File: src/rtl/ex_mem_stage.sv
// EX/MEM pipeline register. It owns the architected NZVC flags and annuls
// instructions whose condition code fails against the flags that precede them.
module ex_mem_stage #(
  parameter int DATA_W = 32,
  parameter int RD_W   = 4
) (
  input  logic              clk,
  input  logic              rst_n,
  input  logic              stall,
  input  logic              flush,
  input  logic              ex_valid,
  input  logic [DATA_W-1:0] ex_result,
  input  logic              ex_z,
  input  logic              ex_n,
  input  logic              ex_v,
  input  logic              ex_c,
  input  logic              ex_set_flags,
  input  logic [3:0]        ex_cond,
  input  logic [RD_W-1:0]   ex_rd,
  input  logic              ex_reg_write,
  input  logic              ex_mem_read,
  input  logic              ex_mem_write,
  input  logic [DATA_W-1:0] ex_store_data,
  output logic              mem_valid,
  output logic              mem_exec,
  output logic [DATA_W-1:0] mem_result,
  output logic [DATA_W-1:0] mem_store_data,
  output logic [RD_W-1:0]   mem_rd,
  output logic              mem_reg_write,
  output logic              mem_mem_read,
  output logic              mem_mem_write,
  output logic [3:0]        flags_nzvc
);

  typedef struct packed {
    logic              valid;
    logic              exec;
    logic              reg_write;
    logic              mem_read;
    logic              mem_write;
    logic [RD_W-1:0]   rd;
    logic [DATA_W-1:0] result;
    logic [DATA_W-1:0] store_data;
  } mem_slot_t;

  mem_slot_t  slot_q, slot_d;
  logic [3:0] flags_q;
  logic       pass, fire;
  logic       f_n, f_z, f_v, f_c;

  assign {f_n, f_z, f_v, f_c} = flags_q;

  always_comb begin
    pass = 1'b0;
    case (ex_cond)
      4'b0000: pass = 1'b1;
      4'b0001: pass = f_z;
      4'b0010: pass = !f_z;
      4'b0011: pass = (f_n != f_v);
      4'b0100: pass = (f_n == f_v);
      4'b0101: pass = f_c;
      4'b0110: pass = !f_c;
      4'b0111: pass = !f_z && (f_n == f_v);
      4'b1000: pass = f_z || (f_n != f_v);
      default: pass = 1'b0;
    endcase
  end

  assign fire = ex_valid & pass;

  always_comb begin
    slot_d            = '0;
    slot_d.valid      = ex_valid;
    slot_d.exec       = fire;
    slot_d.reg_write  = ex_reg_write & fire;
    slot_d.mem_read   = ex_mem_read  & fire;
    slot_d.mem_write  = ex_mem_write & fire;
    slot_d.rd         = ex_rd;
    slot_d.result     = ex_result;
    slot_d.store_data = ex_store_data;
  end

  // Flush beats stall: the bubble goes in even while the pipe is frozen,
  // but data fields and flags are left untouched.
  always_ff @(posedge clk or negedge rst_n) begin
    if (!rst_n) begin
      slot_q  <= '0;
      flags_q <= 4'b0000;
    end else if (flush) begin
      slot_q.valid     <= 1'b0;
      slot_q.exec      <= 1'b0;
      slot_q.reg_write <= 1'b0;
      slot_q.mem_read  <= 1'b0;
      slot_q.mem_write <= 1'b0;
    end else if (!stall) begin
      slot_q <= slot_d;
      if (fire && ex_set_flags)
        flags_q <= {ex_n, ex_z, ex_v, ex_c};
    end
  end

  assign mem_valid      = slot_q.valid;
  assign mem_exec       = slot_q.exec;
  assign mem_result     = slot_q.result;
  assign mem_store_data = slot_q.store_data;
  assign mem_rd         = slot_q.rd;
  assign mem_reg_write  = slot_q.reg_write;
  assign mem_mem_read   = slot_q.mem_read;
  assign mem_mem_write  = slot_q.mem_write;
  assign flags_nzvc     = flags_q;

endmodule

File: config.mk
export PLATFORM = sky130hd
export DESIGN_NAME = ex_mem_stage
export DESIGN_NICKNAME = d
export VERILOG_FILES = /design/src/rtl/ex_mem_stage.sv
export SDC_FILE = /design/constraint.sdc
export NUM_CORES = 1
export LEC_CHECK = 0
export BUFFER_PORTS_ARGS = -buffer_cell sky130_fd_sc_hd__buf_2
export CORE_ASPECT_RATIO = 1.2
export CORE_UTILIZATION = 41
export CTS_BUF_LIST = sky130_fd_sc_hd__clkbuf_4
export DETAILED_ROUTE_END_ITERATION = 8
export PLACE_DENSITY_LB_ADDON = 0.1
export SKIP_LAST_GASP = 1
export SYNTH_ARGS = -nofsm -noshare
export SYNTH_HDL_FRONTEND = slang
export SYNTH_SLANG_ARGS = --single-unit
File: constraint.sdc
create_clock -name clk -period 1.7 [get_ports clk]
set_input_delay 0.34 -clock clk [delete_from_list [all_inputs] [get_ports clk]]
set_output_delay 0.34 -clock clk [all_outputs]
set_load 0.05 [all_outputs]
[Yosys cells after proc, flatten, opt, wreduce, memory -nomap -nowiden]
Cells that the tools add are included.
Storage, ports and cells
  input port bits: 85
  register bits after elaboration: 77
  logic and storage cells: 37
  output and inout bits: 77
Operators by class
  eq/ne operators: 11
  reductions and logical operators: 8
  mux-type cells: 3
  bitwise logic cells: 6
Operator list (number)
  $mux 73: 1
  $eq 4x3->1 const B: 4
  $pmux 1 s9: 1
  $eq 4x2->1 const B: 2
  $mux 5: 1
  $and 1x1->1: 4
  $eq 4x1->1 const B: 1
  $eq 4x4->1 const B: 1
  $logic_not 4->1: 1
  $reduce_and 3->1: 1
  $logic_and 1x1->1: 2
  $logic_not 1->1: 2
  $ne 2x1->1 const B: 1
  $not 1->1: 2
  $reduce_and 2->1: 1
  $eq 1x1->1: 1
  $logic_or 1x1->1: 1
  $ne 1x1->1: 1

[Depth between registers and ports, before layout]
  depth in word-level cells: 7
  gate-level depth with buffers: 5
  depth with buffers taken out: 5

[Least setup slack after synthesis]
Ideal clock, no wire load.
  path kind: register -> register
  from: register flags_q[2], in the netlist flags_nzvc[2]
  to: register flags_q[0], in the netlist flags_nzvc[0]
  library setup time: 0.125 ns
  data required time: 1.575 ns
  setup slack: -0.238 ns
  data arrival time: 1.814 ns
  buffers on the path: 0
  period minus slack after synthesis: 1.938 ns
  cell stages (with the launch flop): 6
  cells stage by stage: dfrtp_1 -> mux2_2 -> o22ai_1 -> o21bai_1 -> a21oi_4 -> mux2_2
Between the ends
  longest elaborated chain between the ends: 6
  elaborated cells between the ends (all ways): 7
  classes of those cells: mux: 1; bitwise: 1; reduce/logical: 5
RTL lines
  start, declared: RTL line 47  | logic [3:0] flags_q;
  start signal, assigned: RTL line 98  | flags_q <= {ex_n, ex_z, ex_v, ex_c};
  $logic_not 1->1: RTL line 58, 63
  $logic_and 1x1->1: RTL line 63  | 4'b0111: pass = !f_z && (f_n == f_v);
  $pmux 1 s9 (*): RTL line 55  | case (ex_cond)
  $and 1x1->1 (*): RTL line 69  | assign fire = ex_valid & pass;
  $logic_and 1x1->1 (*): RTL line 97  | if (fire && ex_set_flags)
  $reduce_and 3->1 (no source line) (*)
Mark *: on every way between the ends. The rest lies on a longest branch, timed or not.
A chain may end at the register's enable or synchronous reset.

[Worst setup path after layout]
Ends and elaborated chain as after synthesis.

==> impl_metrics.py <==
metrics = {
    "worst_hold_path": {
        "worstHoldStart": "ex_result[14]",
        "hp-class": "primary input to flop",
        "hold_depth": 2,
        "min_to": "mem_result[14]",
    },
    "sta": {
        "fin_worst_skew_ns": 0.005772,
        "post-route-min-period_ns": 1.677,
        "max_freq_mhz": 596.4,
        "setup_tns_ns": 0,
        "finalHoldWorstSlack_ns": 0.1616,
        "maxSlewHeadroom": 0.7237,
        "finalSetupViolations": 0,
        "worstMarginPinSlew_ns": 0.4144,
        "fin_crit_sh": 0.9862,
        "fin_ws_ns": 0.02339,
        "grt_setup_unrepaired": "yes",
        "report.final.hold_viol_count": 0,
        "slew_violations": 0,
    },
    "global_routing": {
        "grt_start_max_net_pins": 41,
        "track_usage": 0.1769,
        "antenna_found_initial": 0,
        "grt_overflow": 0,
        "grt_pass1_vias": 2162,
        "grt_pass1_wl_um": 9956,
    },
    "floorplan": {
        "die_w_um": 79.60,
        "die-area_um2": 7572,
        "core_um2": 6895,
        "fp.dieH_um": 95.12,
        "num_io_pins": 162,
        "rows": 33,
        "initial_core_util": 0.4297,
    },
    "synth": {
        "ys_ff_latch": 77,
        "ys_types": 22,
        "avgSynthCellArea_um2": 16.19,
        "synth_cells": 183,
        "netlist_area_um2": 2963,
        "synth-warning-count": 0,
        "syn-num-nets": 268,
        "seq_area_frac_synth": 0.6503,
    },
    "drt": {
        "postRouteAntennaNets": 0,
        "routed_wl_um": 6410,
        "drc": 0,
        "drt_iter0_markers": 88,
        "vias": 2183,
        "wl_per_cell_um": 14.44,
        "first_pass_iters": 4,
        "via_per_inst": 4.917,
    },
    "cells_and_area": {
        "post-route-util": 0.5925,
        "diodes": 0,
        "fin_nets": 438,
        "area_growth_pct": 37.88,
        "nFillCells": 602,
        "final_layout_size_suffix_gt1_frac": 0.7227,
    },
    "power": {
        "peakVddDrop_mv": 0.6879,
        "powerDensity_nw_per_um2": 1277,
        "p_leak_nw": 2.024,
    },
    "job": {
        "drv_cap": 0,
    },
    "clock_tree": {
        "cts_buffers": 9,
        "cts.sinks": 77,
        "cts_tree": "yes",
        "path_clk_slew_ns": 0.12,
        "cts-htree-levels": 3,
        "clk-insertion-delay-late_ns": 0.39,
        "cts_root_buf": "clkbuf_4",
        "post_cts_buffers": 0,
        "clock_path_buffers": 2,
    },
    "setup_path": {
        "ff2ff_setup_slack_ns": 0.02,
        "required_ns": 1.99,
        "worstSetupPathType": "flop to flop",
        "worstPathArrival_ns": 1.96,
        "r2r_cells": 5,
        "crit_fanout": 5,
        "r2r_start": "flags_nzvc[2]",
        "start_kind": "flop",
        "critPathCaptureType": "flop",
        "worstReg2RegEnd": "flags_nzvc[0]",
    },
    "run_status": {
        "status": "completed",
    },
    "placed_design": {
        "dp_hpwl_um": 4846,
        "place_congestion": 0.7232,
        "post-place-ws_ns": -0.05952,
        "port_buffers": 161,
    },
}
==> routing by layer <==
layer | part of all wire | global-route usage | wire length (µm) | up-vias
met5 | 0 | 0 | 0 | -
met4 | 0.019 | 0.09091 | 123 | 0
met3 | 0.094 | 0.06603 | 601 | 12
met2 | 0.49 | 0.2906 | 3152 | 99
met1 | 0.40 | 0.2006 | 2533 | 1074
li1 | - | - | - | 998
==> where the power goes <==
part,switching (mW),total [mW],internal [mW]
Clock,0.588,1.01,0.427
Combinational,1.37,1.94,0.565
Sequential,0.151,2.27,2.11
Total,2.11,5.22,3.11
==> sequential cells by signal (all words and copies together) (netlist names), 4 cells and up <==
name,cells
mem_store_data,32
mem_result,32
flags_nzvc,4
mem_rd,4
==> critical path, stage by stage (launching register included) <==
cell and delay (ns):
dfrtp_2 0.45, mux2_4 0.32, o22ai_4 0.17, o21bai_4 0.08
a21oi_4 0.19, mux2_2 0.35
==> cells in the final DEF (no fill, tap or decap), drive strengths merged, types with 2 or more instances in the layout <==
master / instances
a21o: 2
a21oi: 3
a22o: 3
buf: 165
clkbuf: 9
clkinv: 4
dfrtp: 77
mux2: 73
nand2: 3
nor2: 2
o21ai: 2
==> cell type report <==
cell class | instances | area [µm²] | area share
sequential | 77 | 1928 | 0.4720
clock buffer | 9 | 67.56 | 0.01654
tap | 87 | 108.9 | 0.02665
multi-input combinational | 99 | 1040 | 0.2545
timing repair buffer | 166 | 885.9 | 0.2168
clock inverter | 6 | 55.05 | 0.01348
==> what timing repair did <==
item	in CTS	in global routing
pin swaps	1	0
hold buffers	1	0
resized for setup	2	3
endpoints found under the setup margin	4	4
hold endpoints to repair	29	0
==> cells by family (layout without fill, tap and decap cells) <==
kind of cell           after synthesis  after routing  share of synthesized area
AO/OA/AOI/OAI                       12             12                    0.03083
XOR/XNOR                             1              1                   0.002957
buffers and inverters                7            181                    0.01182
flip-flops                          77             77                     0.6503
multiplexers                        73             73                     0.2774
AND/OR/NAND/NOR                     13             13                    0.02661
==> cells in the mapped netlist <==
cell / count / area, µm²
nand2_1: 3 / 11.26
nand2b_1: 1 / 6.260
nor3b_1: 1 / 7.510
and3b_1: 1 / 8.760
nand3b_1: 1 / 7.510
and4b_1: 1 / 10.01
or2_2: 1 / 6.260
nor2b_1: 1 / 6.260
nand3_1: 1 / 5.000
xnor2_1: 1 / 8.760
o22ai_1: 1 / 6.260
o21bai_1: 1 / 7.510
nor2_1: 1 / 3.750
mux2_2: 73 / 822.0
a22o_1: 3 / 26.28
a21oi_4: 1 / 16.27
a21oi_1: 2 / 10.01
a21o_1: 2 / 15.01
buf_2: 7 / 35.03
nor2_2: 1 / 6.260
o21ai_0: 2 / 10.01
dfrtp_1: 77 / 1927
==> per-stage QoR <==
stage,total power [mW],cell area (µm²),std cells
3_3_place_gp,4.196,3923,428
4_1_cts,5.270,4065,444
2_1_floorplan,3.690,2968,183
6_report,5.215,4085,444
3_5_place_dp,4.227,3923,428
5_1_grt,5.474,4085,444
==> how the worst max path moves through the flow <==
stage / endpoint / cells after the start / slack, ns / start
2_1_floorplan: flags_nzvc[2] / 5 / -0.07 / flags_nzvc[2]
3_3_place_gp: flags_nzvc[3] / 6 / -0.02 / ex_cond[0]
3_5_place_dp: flags_nzvc[0] / 6 / -0.06 / ex_cond[1]
4_1_cts: flags_nzvc[0] / 5 / 0.02 / flags_nzvc[2]
5_1_grt: flags_nzvc[1] / 5 / -0.03 / flags_nzvc[2]
6_report: flags_nzvc[0] / 5 / 0.02 / flags_nzvc[2]
Note: power is estimated with default switching activity, not from simulation.
